## config.mk

```make
export PLATFORM = sky130hd
export DESIGN_NAME = retire_unit
export DESIGN_NICKNAME = d
export VERILOG_FILES = /design/src/rtl/retire_unit_pkg.sv /design/src/rtl/retire_hazard_fix.sv /design/src/rtl/retire_unit.sv
export SDC_FILE = /design/constraint.sdc
export NUM_CORES = 1
export LEC_CHECK = 0
export ABC_AREA = 0
export CELL_PAD_IN_SITES_DETAIL_PLACEMENT = 1
export CELL_PAD_IN_SITES_GLOBAL_PLACEMENT = 2
export CORE_AREA = 5 5 616 618
export DETAILED_ROUTE_END_ITERATION = 10
export DIE_AREA = 0 0 621 623
export PLACE_DENSITY = 0.41
export SLEW_MARGIN = 20
export SYNTH_ARGS = -nofsm -noshare
export SYNTH_HDL_FRONTEND = slang
export SYNTH_SLANG_ARGS = --single-unit
export TNS_END_PERCENT = 1
```

## constraint.sdc

```tcl
create_clock -name clk -period 3.45 [get_ports clk]
set_input_delay 0.69 -clock clk [delete_from_list [all_inputs] [get_ports clk]]
set_output_delay 0.69 -clock clk [all_outputs]
set_load 0.02 [all_outputs]
```

## src/rtl/retire_unit_pkg.sv

```systemverilog
// Shared rv32i types for the commit stage: ROB-head entry, RVFI commit
// record and the registered free-list push slot.
package retire_unit_pkg;

  localparam int SS         = 2;
  localparam int PR_ENTRIES = 64;
  localparam int PR_W       = $clog2(PR_ENTRIES);
  localparam int ROB_DEPTH  = 8;
  localparam int ROB_W      = $clog2(ROB_DEPTH);
  localparam int FL_CNT_W   = $clog2(PR_ENTRIES) + 1;

  typedef struct packed {
    logic             commit;
    logic [ROB_W-1:0] idx;
  } rob_info_t;

  typedef struct packed {
    logic [4:0]      isa_rd;
    logic [PR_W-1:0] rd;
  } rat_info_t;

  typedef struct packed {
    logic        valid;
    logic [63:0] order;
    logic [31:0] insn;
    logic [4:0]  rs1_addr;
    logic [4:0]  rs2_addr;
    logic [31:0] rs1_rdata;
    logic [31:0] rs2_rdata;
    logic [4:0]  rd_addr;
    logic [31:0] rd_wdata;
    logic [31:0] pc_rdata;
    logic [31:0] pc_wdata;
    logic [31:0] mem_addr;
    logic [3:0]  mem_rmask;
    logic [3:0]  mem_wmask;
    logic [31:0] mem_rdata;
    logic [31:0] mem_wdata;
  } rvfi_t;

  typedef struct packed {
    rob_info_t rob;
    rat_info_t rat;
    rvfi_t     rvfi;
  } super_dispatch_t;

  typedef struct packed {
    logic            valid;
    logic [PR_W-1:0] free_reg;
  } retire_slot_t;

endpackage

```

## src/rtl/retire_hazard_fix.sv

```systemverilog
// Intra-group same-rd forwarding: picks the register each retiring lane
// frees and masks RRAT writes so only the youngest writer of an rd lands.
module retire_hazard_fix
  import retire_unit_pkg::*;
(
  input  logic [SS-1:0]   pop,
  input  logic [4:0]      isa_rd   [SS],
  input  logic [PR_W-1:0] new_phys [SS],
  input  logic [PR_W-1:0] old_phys [SS],
  output logic [SS-1:0]   rrat_we,
  output logic [PR_W-1:0] free_reg [SS]
);

  // x0 frees its own allocation; otherwise the youngest older same-rd lane wins
  always_comb begin
    rrat_we = '0;
    for (int i = 0; i < SS; i++) begin
      free_reg[i] = (isa_rd[i] == 5'd0) ? new_phys[i] : old_phys[i];
    end
    for (int i = 0; i < SS; i++) begin
      if (isa_rd[i] != 5'd0) begin
        for (int j = 0; j < SS; j++) begin
          if (j < i && pop[j] && isa_rd[j] == isa_rd[i]) free_reg[i] = new_phys[j];
        end
      end
      rrat_we[i] = pop[i] && (isa_rd[i] != 5'd0);
      for (int k = 0; k < SS; k++) begin
        if (k > i && pop[k] && isa_rd[k] == isa_rd[i]) rrat_we[i] = 1'b0;
      end
    end
  end

endmodule

```

## src/rtl/retire_unit.sv

```systemverilog
// In-order commit stage at the ROB head. Optional RVFI commit records and
// the order counter are built only when RETIRE_RVFI_EN is defined.
module retire_unit
  import retire_unit_pkg::*;
(
  input  logic                clk,
  input  logic                rst_n,
  input  super_dispatch_t     rob_head       [SS],
  input  logic [SS-1:0]       rob_head_valid,
  output logic [SS-1:0]       rob_pop,
  output logic [4:0]          rrat_isa_rd    [SS],
  input  logic [PR_W-1:0]     rrat_old_phys  [SS],
  output logic [SS-1:0]       rrat_we,
  output logic [PR_W-1:0]     rrat_new_phys  [SS],
  input  logic [FL_CNT_W-1:0] fl_space,
  output logic [SS-1:0]       fl_push,
  output logic [PR_W-1:0]     fl_push_reg    [SS],
  output rvfi_t               commit_rvfi    [SS],
  output logic                store_committed
);

  logic [SS-1:0]       pop;
  logic [FL_CNT_W-1:0] n_retire;
  logic                blocked;
  logic [4:0]          isa_rd   [SS];
  logic [PR_W-1:0]     new_phys [SS];
  logic [PR_W-1:0]     free_reg [SS];
  logic [SS-1:0]       we_mask;
  retire_slot_t        slot_d   [SS];
  retire_slot_t        slot_q   [SS];
  logic                store_d, store_q;
  logic                unused_bits;

  // prefix-contiguous lane selection; each retiring lane needs one free-list slot
  always_comb begin
    pop      = '0;
    n_retire = '0;
    blocked  = !rst_n;
    for (int i = 0; i < SS; i++) begin
      isa_rd[i]   = rob_head[i].rat.isa_rd;
      new_phys[i] = rob_head[i].rat.rd;
      if (!blocked && rob_head_valid[i] && rob_head[i].rob.commit && fl_space > n_retire) begin
        pop[i]   = 1'b1;
        n_retire = n_retire + FL_CNT_W'(1);
      end else begin
        blocked = 1'b1;
      end
    end
  end

  retire_hazard_fix u_hazard (
    .pop      (pop),
    .isa_rd   (isa_rd),
    .new_phys (new_phys),
    .old_phys (rrat_old_phys),
    .rrat_we  (we_mask),
    .free_reg (free_reg)
  );

  assign rob_pop       = pop;
  assign rrat_we       = we_mask;
  assign rrat_isa_rd   = isa_rd;
  assign rrat_new_phys = new_phys;

  // next-cycle free-list pushes and store-commit flag
  always_comb begin
    store_d     = 1'b0;
    unused_bits = 1'b0;
    for (int i = 0; i < SS; i++) begin
      slot_d[i].valid    = pop[i];
      slot_d[i].free_reg = free_reg[i];
      if (pop[i] && rob_head[i].rvfi.mem_wmask != 4'd0) store_d = 1'b1;
      unused_bits = unused_bits ^ (^rob_head[i]);
    end
  end

  // push pipeline register; reset drops anything in flight
  always_ff @(posedge clk or negedge rst_n) begin
    if (!rst_n) begin
      for (int i = 0; i < SS; i++) slot_q[i] <= '0;
      store_q <= 1'b0;
    end else begin
      for (int i = 0; i < SS; i++) slot_q[i] <= slot_d[i];
      store_q <= store_d;
    end
  end

  // unpack push slots onto the free-list port
  always_comb begin
    for (int i = 0; i < SS; i++) begin
      fl_push[i]     = slot_q[i].valid;
      fl_push_reg[i] = slot_q[i].free_reg;
    end
  end

  assign store_committed = store_q;

`ifdef RETIRE_RVFI_EN
  logic [63:0] order_d, order_q;
  rvfi_t       rvfi_d [SS];
  rvfi_t       rvfi_q [SS];

  // stamp each retiring lane with its program-order index
  always_comb begin
    order_d = order_q + 64'(n_retire);
    for (int i = 0; i < SS; i++) begin
      rvfi_d[i]       = rob_head[i].rvfi;
      rvfi_d[i].valid = pop[i];
      rvfi_d[i].order = order_q + 64'(i);
    end
  end

  // commit record and order counter registers
  always_ff @(posedge clk or negedge rst_n) begin
    if (!rst_n) begin
      order_q <= '0;
      for (int i = 0; i < SS; i++) rvfi_q[i] <= '0;
    end else begin
      order_q <= order_d;
      for (int i = 0; i < SS; i++) rvfi_q[i] <= rvfi_d[i];
    end
  end

  assign commit_rvfi = rvfi_q;
`else
  // feature disabled: commit records held at zero
  always_comb begin
    for (int i = 0; i < SS; i++) commit_rvfi[i] = '0;
  end
`endif

endmodule

```

==> flow_results.org, run 1 <==
** Synth
- Number of synthesis warnings :: 0
- FFs w/ async S/R, synth :: between 90% and 100%
- Post-synthesis sequential area ratio :: between 5 and 6%
- Synthesized area divided by synthesized cell count :: 7.78 um^2
- Among all flip-flop cells after synthesis, the most frequent one is dfrtp_1.
- Synthesis handed over a netlist of 860 instances.
- Number of flops mapped to enable cells by yosys :: 0
- Post-synthesis sequential element count :: 15
- Number of distinct library cell variants in the gate-level netlist after synthesis :: 32
- Mapped cell area :: 6690 um^2

** Setup path
- STA puts the critical path data arrival time at 3070 ps.
- The most numerous cell type found on the critical path is buf_12.
- Critical path required time :: 2760 ps
- Worst path buffer plus inverter count :: 5
- The signal on the critical path passes through clkdlybuf4s50_1, nand3_2, buf_6, o21bai_4, buf_12, clkinvlp_4, ha_4, or2_4, or2_0, a211o_1, a21oi_4, buf_12.
- Startpoint Class :: input pin
- Critical-path top delay cell :: clkdlybuf4s50_1
- Largest fanout on the critical path :: 3
- Worst path max stage delay :: 470 ps
- Critical path class :: in2out
- STA classifies the critical path endpoint as an output port.
- In this design, the largest share of critical-path delay is due to buffers and inverters.

** Pwr
- Cell leakage power :: 3.32 nW
- In this run the power density over the cells is ~130 nW/um^2.
- IR analysis of the VDD net gives a maximum drop of 0.102 mV.
- Total design power :: 1.44 mW

** Global route
- The total overflow left after global routing is 0.
- Largest net degree at the start of global routing :: 16
- Combined global-route utilization of all metal layers :: about 1.2%
- The via count of the first global-routing pass came to 2979.
- The initial antenna violation count is 14.
- The first global-routing pass estimated around 32000 um of wire.

** Status
- The flow ran to the end, but the final reports show violations.
- Violations in the final reports :: setup timing

** Clock tree
- TritonCTS built the clock tree.
- CTS placed an instance of clkbuf_16 at the clock tree root.
- Counting along the longest clock path gives a buffer depth of 2.
- For this design, the CTS-stage hold fixing added 0 buffers.
- Clock-pin slew was measured on the worst setup and hold paths at 40 ps.
- Clock sink count :: 15
- In this run the number of H-tree levels came out at 1.
- Clock tree synthesis inserted a total of 3 buffers.

** Place
- Cell total after placement :: 5944
- # port buffers :: 95
- At the end of routability-driven placement, the weighted congestion stood at between 0.5 and 0.6.
- Detailed placement finished with a half-perimeter wire length of 26000 um.

** Final layout
- Leaving out fill and tap cells, the most frequent cell in the layout is conb_1.
- Fillcell total :: roughly 45000
- Area of the multi-input gates :: 3330 um^2
- Leaving out fill and tap cells, the most frequent cells in the layout are conb_1 (752), clkdlybuf4s50_1 (83), buf_4 (22).
- Ratio of cells with drive above 1 in the final layout :: 5.85%
- The register with the most flip-flops in the layout has 14 of them.
- P&R area growth vs syn :: 67.8%
- Leaving out filler cells and counting taps, the final layout contains 5952.
- FF+latch area :: 375 um^2
- In the final design database the tool counted 1764 nets.

** Timing
- Max-slew violation total from the final report :: 0
- Derived from the worst setup path, the maximum achievable clock frequency is 266 MHz.
- The number of endpoints with negative hold slack in the final report was 0.
- For the pin with the worst max-slew slack, the measured transition is 636 ps.
- Post-route clock period utilization :: 109%
- Time the worst path needs with I/O delays and setup :: about 3800 ps
- On the final layout, the worst hold slack is 627 ps.
- Headroom to the max-slew limit came out at a little under three fifths.
- Setup violations, final :: 3
- In the post-route analysis, the smallest setup slack over all paths is -313 ps.
- Setup repair after global routing could not meet its margin everywhere.

** Route
- Summed over all layers, the routed wires come to 26400 um.
- After detailed routing, the number of vias per cell comes to 0.507.
- In the final routed layout, each cell accounts on average for 4.44 um.
- Number of DRC markers in iteration 0 :: 42
- Via total after detailed routing :: approximately 3000
- Detail Route Antenna Nets :: 0
- The first TritonRoute pass finished after 4 iterations.
- After detailed routing, the number of remaining DRC violations is 0.

** Floorplan
- The die is 621 um wide.
- The initialized floorplan defines between 200 and 250 standard-cell rows.
- Die Ht :: 623 um
- Top-level port count :: 1598
- Die area :: approximately 390000 um^2
- Core footprint :: between 300000 and 400000 um^2
- Once the floorplan was initialized, standard cells occupied 1.79% of the core.

** Min path
- In this run the worst hold path is classified as in2async.

** Flow run
- Total of max-cap violations :: 0
==> Yosys cell counts (2+ instances only) <==
cell	number	area, um^2
nor2_1	7	26.3
or3_2	5	37.5
or3_1	2	12.5
xnor2_2	2	32.5
nand2_1	2	7.51
dfrtp_1	15	375
a31oi_1	6	37.5
xnor2_1	3	26.3
nand3_1	8	40.0
nor3_1	3	15.0
mux2_2	4	45.0
inv_1	3	11.3
o31ai_1	6	45.0
buf_4	774	5810
mux2_1	2	22.5
nor4_1	2	12.5
==> power by group <==
group | switching (mW) | internal (mW)
Combinational | 0.898 | 0.132
Clock | 0.0603 | 0.156
Sequential | 0.00744 | 0.186
==> worst paths after layout <==
kind,cells past startpoint,endpoint,startpoint
setup / recovery,12,rrat_we[1],rob_head_valid[0]
hold / removal,2,fl_push_reg[8],rst_n
max in group asynchronous,2,fl_push_reg[5],rst_n
min in group clk,3,fl_push_reg[4],rrat_old_phys[4]
==> area by class of cell <==
type | count | area share, %
Tap cell | 4994 | 55.6
Multi-Input combinational cell | 816 | 29.6
Timing Repair Buffer | 119 | 10.5
Sequential cell | 15 | 3.34
Clock buffer | 4 | 0.702
Inverter | 3 | 0.134
Antenna cell | 1 | 0.0223
==> kinds of logic after synthesis <==
logic type,synth area share [%]
buf+inv,87.3
simple gates,2.99
compound gates,1.95
flops,5.61
mux,1.01
xor+xnor,0.879
fa+ha+maj,0.187
other cells,0.0561
==> metal layers <==
layer / GRT usage, % / wire [um] / vias up
met5: 0 / 69 / -
met4: 0.195 / 307 / 10
li1: - / - / 1310
met3: 0.545 / 2810 / 34
met1: 0.830 / 6010 / 1390
met2: 2.79 / 17200 / 274
==> metrics by stage <==
stage                     instance area [um^2]  TNS, ps  setup slack [ps]  utilization, %
final                                    11200     -841              -313            3.00
after floorplan                           9540     -177             -95.7               -
after CTS                                11200    -1190              -432            3.00
after global placement                   11100    -2870              -814            2.97
after global routing                     11200    -1110              -398            3.00
after detailed placement                 11100    -2770              -797            2.97
==> repair_timing <==
action,CTS,global route
gates resized for setup,21,2
pin swaps,7,7
buffers inserted,2,1
endpoints found under the setup margin,3,3
No activity file was read; power rests on OpenSTA's default activity.
==> run 2: changes to the inputs <==
RECOVER_POWER = 25   (was unset)
==> run 2 against run 1 <==
Against the previous run:
- largest cell class unchanged
- utilization unchanged
- via count unchanged
- worst setup slack unchanged
- first-iteration DRC count unchanged
- sequential cell count unchanged
- routed wire length about the same
- non-clock buffer count unchanged
- count of clock-buffer cells in the layout unchanged
- clock power about the same
- design area unchanged
- the run still ends with setup timing left
==> flow_results.org, run 2 (synthesis results as in run 1) <==
** Timing
- Final worst setup slack :: -313 ps (unchanged)
- Post-route setup TNS :: -841 ps (unchanged)
- The maximum clock frequency was 266 MHz (unchanged).
- Post-route clock period utilization :: 109% (unchanged)
- The final count of negative-setup-slack endpoints was 3 (unchanged).
- Setup repair after global routing could not meet its margin everywhere.
- Transition time at the pin with the least slew margin :: 636 ps (unchanged)
- Max-slew violation total from the final report :: 0 (unchanged)
- The worst relative slew slack is 57.5% (unchanged).
- The number of endpoints with negative hold slack in the final report was 0 (unchanged).
- Time the worst path needs with I/O delays and setup :: 3760 ps (unchanged)

** Setup path
- Walking the worst path, the cells encountered are clkdlybuf4s50_1, nand3_2, buf_6, o21bai_4, buf_12, clkinvlp_4, ha_4, or2_4, or2_0, a211o_1, a21oi_4, buf_12.
- The largest individual stage delay along the critical path comes from the cell clkdlybuf4s50_1.
- Critical path required time :: 2760 ps (about the same)
- Largest fanout on the critical path :: 3 (unchanged)
- STA classifies the critical path endpoint as an output port.
- Startpoint Class :: input pin
- Counting stages on the worst path, the most repeated cell is buf_12.
- Worst path buffer plus inverter count :: 5 (unchanged)
- Data arrival, critical path :: 3070 ps (about the same)
- Critical path class :: in2out
- The kind of cell with the highest combined delay along the critical path is buffers and inverters.
- The worst stage delay on the critical path was 470 ps (about the same).

** Clock tree
- TritonCTS built the clock tree.
- The TritonCTS sink count came to 15 (unchanged).
- CTS clk-pin slew, worst paths :: 40 ps (about the same)
- The number of H-tree branching levels is 1 (unchanged).
- The maximum number of buffers from clock root to sink came to 2 (unchanged).
- Buffer cell driving the clock tree root :: clkbuf_16
- Quantity of hold-fixing buffers added after cts :: 0 (unchanged)
- The clock buffer count from CTS was 3 (unchanged).

** Global route
- The largest net degree at the start of global routing is 16 (unchanged).
- Initial antenna violation count :: 14 (unchanged)
- The met3 global-route usage is 0.545% (unchanged).
- The via count of the first global-routing pass was 2979 (unchanged).
- Most heavily used metal layer in global routing :: met2
- The wire length of the first global-routing pass came to 31800 um (unchanged).
- The aggregate global routing overflow was 0 (unchanged).
- Grt met1 use :: 0.830% (unchanged)
- The met2 track demand over resource in global routing is 2.79% (unchanged).
- Combined global-route utilization of all metal layers :: 1.21% (unchanged)

** Flow run
- The max-capacitance violation count is 0 (unchanged).

** Pwr
- Sw Pwr :: 0.966 mW (about the same)
- The worst ir drop on vdd was 0.102 mV (unchanged).
- Clock share of power :: 15.0% (about the same)
- The proportion of total power due to net switching was 67.1% (about the same).
- The portion of total power attributed to combinational logic is 71.5% (about the same).
- Power density normalized to cell area :: 128 nW/um^2 (about the same)
- Total internal power :: 0.473 mW (about the same)
- The leakage power total came to 3.33 nW (about the same).
- Total design power :: 1.44 mW (about the same)
- The part of the power in registers came to 13.5% (about the same).

** Place
- Cell total after placement :: 5944 (unchanged)
- Pre-CTS setup slack :: -797 ps (unchanged)
- The total half-perimeter wirelength after legalization and detailed placement came to 26000 um (unchanged).
- DP Area :: 11100 um^2 (unchanged)
- The routability congestion estimate was 0.575 (unchanged).
- # port buffers :: 95 (unchanged)

** Route
- The post-detailed-route DRC marker count is 0 (unchanged).
- The per-cell routed wire length is 4.44 um (about the same).
- Number of DRC markers in iteration 0 :: 42 (unchanged)
- Detail Route Antenna Nets :: 0 (unchanged)
- Wire length reported by the detailed router :: 26400 um (about the same)
- The number of iterations in the first detailed-routing pass is 4 (unchanged).
- Vias per Instance :: 0.507 (unchanged)
- Via total after detailed routing :: 3018 (unchanged)

** Final layout
- The net total in the final layout is 1764 (unchanged).
- Leading cell types in the layout, fill and taps excluded :: conb_1 (752), clkdlybuf4s50_1 (82), buf_4 (22)
- Max FFs per register :: 14 (unchanged)
- The signed area change from the synthesized netlist to the final layout was 67.8% (unchanged).
- Post-route design area :: 11200 um^2 (unchanged)
- Most frequent standard cell in the layout excluding fill and tap cells :: conb_1
- The filler-free cell count of the finished design came to 5952 (unchanged).
- The share of final-layout standard cells stronger than drive strength 1 is 5.85% (unchanged).

** Floorplan
- The number of cell rows was 225 (unchanged).
- The starting utilization of the core area is 1.79% (unchanged).
- The width of the chip came to 621 um (unchanged).
- The die outline area is 387000 um^2 (unchanged).
- The die boundary height was 623 um (unchanged).
- Top-level port count :: 1598 (unchanged)
- Core footprint :: 374000 um^2 (unchanged)

** Status
- Run status :: finished with violations
- The checks that failed: setup timing.

** Min path
- Class of the tightest hold or removal check :: in2async
==> run 2: changes by cell type in the layout (fill, tap and decap cells not counted) <==
| cell | previous run | this run |
|---|---|---|
| dlygate4sd3_1 | 0 | 1 |
| clkdlybuf4s50_1 | 83 | 82 |
==> run 2: final cells by class <==
type	count	area, um^2
clock buffers	4	78.8
diodes	1	2.50
flip-flops and latches	15	375
fillers	45300	363000
inverters	3	15.0
repair buffers	119	1180
well taps	4994	6250
multi-input cells	816	3330
==> run 2: worst paths after layout <==
| check | from | end | slack [ps] | cells after the start |
|---|---|---|---|---|
| max | rob_head_valid[0] | rrat_we[1] | -310 | 12 |
| min | rst_n | fl_push_reg[8] | 630 | 2 |
| max in group asynchronous | rst_n | fl_push_reg[5] | 2650 | 2 |
| min in group clk | rrat_old_phys[4] | fl_push_reg[4] | 1070 | 3 |
==> run 2: power by group through the flow <==
stage	Sequential [mW]	Combinational, mW	Clock [mW]
after floorplan	0.205	1.44	0
after global placement	0.199	0.996	0
after detailed placement	0.199	0.994	0
after CTS	0.196	0.996	0.222
after global routing	0.196	1.09	0.231
final	0.194	1.03	0.216
==> run 2: through the flow <==
stage                     util [%]  hold WS, ps
after global routing          3.00          655
after global placement        2.97         1130
after CTS                     3.00          615
after detailed placement      2.97         1140
final                         3.00          627
after floorplan                  -          394
==> run 2: timing repair <==
action                     CTS  global route
setup endpoints to repair    3             3
gates resized for setup     21             2
buffers inserted             2             1
pin swaps                    7             7
==> run 2: metal layers <==
layer / vias up / wire, um
met5: - / 69
met4: 10 / 307
met3: 34 / 2810
met2: 274 / 17200
met1: 1390 / 6010
li1: 1310 / -
==> run 3: changes to the inputs <==
MAX_ROUTING_LAYER = met4   (was unset)
PLACE_DENSITY = 0.4   (was 0.41)
clock period = 3.87 ns   (was 3.45 ns; I/O delays follow)
==> run 3 against run 2 <==
Against the previous run:
- the run now ends clean
- design area fell by 0.48%
- non-clock buffer count decreased by 2
- clock power decreased by 10%
- cell count unchanged
- hold slack improved by 510 ps
- first-iteration DRC count increased by 24%
- via count grew 0.27%
- power down 11%
- critical path type unchanged
- critical endpoint unchanged
- largest cell class unchanged
- highest routed layer is now met4
==> flow_results.org, run 3 (synthesis results as in run 1) <==
** Status
- Run status :: completed

** Pwr
- Total design power :: 1.27 mW (-11%)
- The internal portion of total power came to 0.417 mW (-12%).
- Share of power burned in registers :: 13.6% (about the same)
- The power per unit of standard cell area was 114 nW/um^2 (-11%).
- Combinational power share :: 71.2% (-0.3 points)
- Net Sw Frac :: 67.3% (+0.18 points)
- The switching power was 0.858 mW (-11%).
- Highest ir drop seen on vdd :: 0.0654 mV (-36%)
- Cell leakage power :: 3.31 nW (-0.49%)
- Clock share of power :: 15.2% (+0.2 points)

** Route
- Pre-Repair DR Iteration Count :: 4 (unchanged)
- DRC viols :: 0 (unchanged)
- The vias per cell is 0.508 (+0.27%).
- The post-detailed-routing wire length came to 25900 um (-2.1%).
- The count of antenna-violating nets left after detailed routing came to 0 (unchanged).
- Number of DRC markers in iteration 0 :: 52 (+24%)
- The per-cell routed wire length came to 4.35 um (-2.1%).
- The routed via count is 3026 (+0.27%).

** Global route
- Largest net degree at the start of global routing :: 16 (unchanged)
- The via count of the first global-routing pass was 2897 (-2.8%).
- Wire length of the first global-routing pass :: 30600 um (-3.6%)
- The combined global-route utilization of all metal layers is 1.21% (+0.0046 points).
- Total overflow reported by the global router :: 0 (unchanged)
- The initial antenna violation count is 15 (+1).

** Final layout
- Leading cell types in the layout, fill and taps excluded :: conb_1 (752), clkdlybuf4s50_1 (84), buf_4 (22)
- FF+latch area :: 375 um^2 (unchanged)
- Ratio of cells with drive above 1 in the final layout :: 5.76% (-0.092 points)
- Fillcell total :: 45300 (+0.020%)
- Count of nets after finishing :: 1762 (-0.11%)
- Area of the multi-input gates :: 3330 um^2 (about the same)
- Post-route design area :: 11200 um^2 (-0.48%)
- Leaving out fill and tap cells, the most frequent cell in the layout is conb_1.
- Core Util, Final :: 2.99% (-0.014 points)
- From synthesis to final layout, the design area changed by 67.0%.
- Max FFs per register :: 14 (unchanged)

** Setup path
- The critical path is of the in2out type.
- Kind of end point of the critical path :: output port
- Critical path required time :: 3100 ps (+340 ps)
- STA classifies the critical path startpoint as an input pin.
- Largest fanout on the critical path :: 3 (unchanged)
- Data arrival, critical path :: 3040 ps (-30 ps)

** Floorplan
- Die area :: 387000 um^2 (unchanged)
- Core footprint :: 374000 um^2 (unchanged)
- Placement Rows :: 225 (unchanged)
- Starting density of the core :: 1.79% (unchanged)
- The number of placed I/O pins came to 1598 (unchanged).
- Die Ht :: 623 um (unchanged)
- The width of the chip is 621 um (unchanged).

** Place
- # port buffers :: 95 (unchanged)
- Detailed placement HPWL :: 25400 um (-2.3%)
- The routability congestion estimate came to 0.571 (-0.73%).
- The cell area after placement is 11000 um^2 (-0.55%).

** Timing
- Maximum frequency from static timing analysis :: 262 MHz
- The number of endpoints with negative hold slack in the final report was 0 (unchanged).
- The final count of negative-setup-slack endpoints came to 0 (-3).
- Setup repair after global routing could not meet its margin everywhere.
- Transition time at the pin with the least slew margin :: 777 ps (+141 ps)
- Max-slew violation total from the final report :: 0 (unchanged)
- For the finished layout, the period the worst path requires is between 3000 and 4000 ps.
- The worst relative slew slack came to 48.2% (-9.3 points).
- Post-route clock period utilization :: 98.5%

** Clock tree
- The clock input transition at the sequential cells of the worst setup and hold paths was 40 ps (about the same).
- The number of H-tree branching levels was 1 (unchanged).
- TritonCTS built the clock tree.
- Quantity of hold-fixing buffers added after cts :: 0 (unchanged)
- Clock sink count :: 15 (unchanged)
- The clock buffer count from CTS was 3 (unchanged).
- The cell sitting at the root of the clock tree is a clkbuf_16.
- The maximum number of buffers from clock root to sink was 2 (unchanged).

** Flow run
- Total of max-cap violations :: 0 (unchanged)

** Min path
- Class of the tightest hold or removal check :: in2async
[run 3: final timing paths]
| path | start | endpoint | slack [ps] | cells past startpoint |
|---|---|---|---|---|
| max | fl_space[2] | rrat_we[1] | 60 | 10 |
| min | rst_n | fl_push_reg[9] | 1130 | 2 |
| max in group asynchronous | rst_n | fl_push_reg[3] | 2250 | 2 |
| min in group clk | rrat_old_phys[2] | fl_push_reg[2] | 1160 | 3 |
[run 3: repair_timing]
item                                   CTS  global route
setup endpoints to repair                3             2
gates resized for setup                 21             4
endpoints found under the hold margin    0             0
buffers inserted                         4             0
pin swaps                                7             1
[run 3: layout make-up]
cell class / count / share of cell area (%)
repair buffers: 117 / 10.1
well taps: 4994 / 55.9
diodes: 3 / 0.0672
multi-input cells: 816 / 29.8
flip-flops and latches: 15 / 3.36
inverters: 3 / 0.101
clock buffers: 4 / 0.705
[run 3: routing by layer]
metal / share of wire (%) / global-route usage (%) / wire, um
met3: 13 / 0.785 / 3280
met2: 64 / 2.65 / 16700
met1: 22 / 0.675 / 5620
met5: 0 / - / 0
met4: 1.2 / 0.299 / 299
[run 3: worst max-delay path: stages]
cell	delay (ps)
buf_6	90
or4_4	620
o21bai_4	160
inv_2	70
ha_4	210
or2_4	230
or2_0	220
a211o_1	360
a21oi_2	170
buf_12	130
[run 3: stage by stage]
step / setup slack (ps) / std cells / setup TNS (ps) / hold slack [ps]
after floorplan: 8.71 / 1611 / 0 / 478
after global placement: -547 / 5941 / -1510 / 1160
after detailed placement: -535 / 5941 / -1510 / 1180
after CTS: 11.9 / 5949 / 0 / 925
after global routing: -40.5 / 5952 / -54.5 / 1170
final: 57.4 / 5952 / 0 / 1130
[run 3: power by group through the flow]
stage	Sequential, mW	Combinational [mW]	Clock, mW
2_1_floorplan	0.183	1.28	0
3_3_place_gp	0.178	0.874	0
3_5_place_dp	0.179	0.873	0
4_1_cts	0.176	0.877	0.199
5_1_grt	0.175	0.965	0.205
6_report	0.174	0.907	0.194
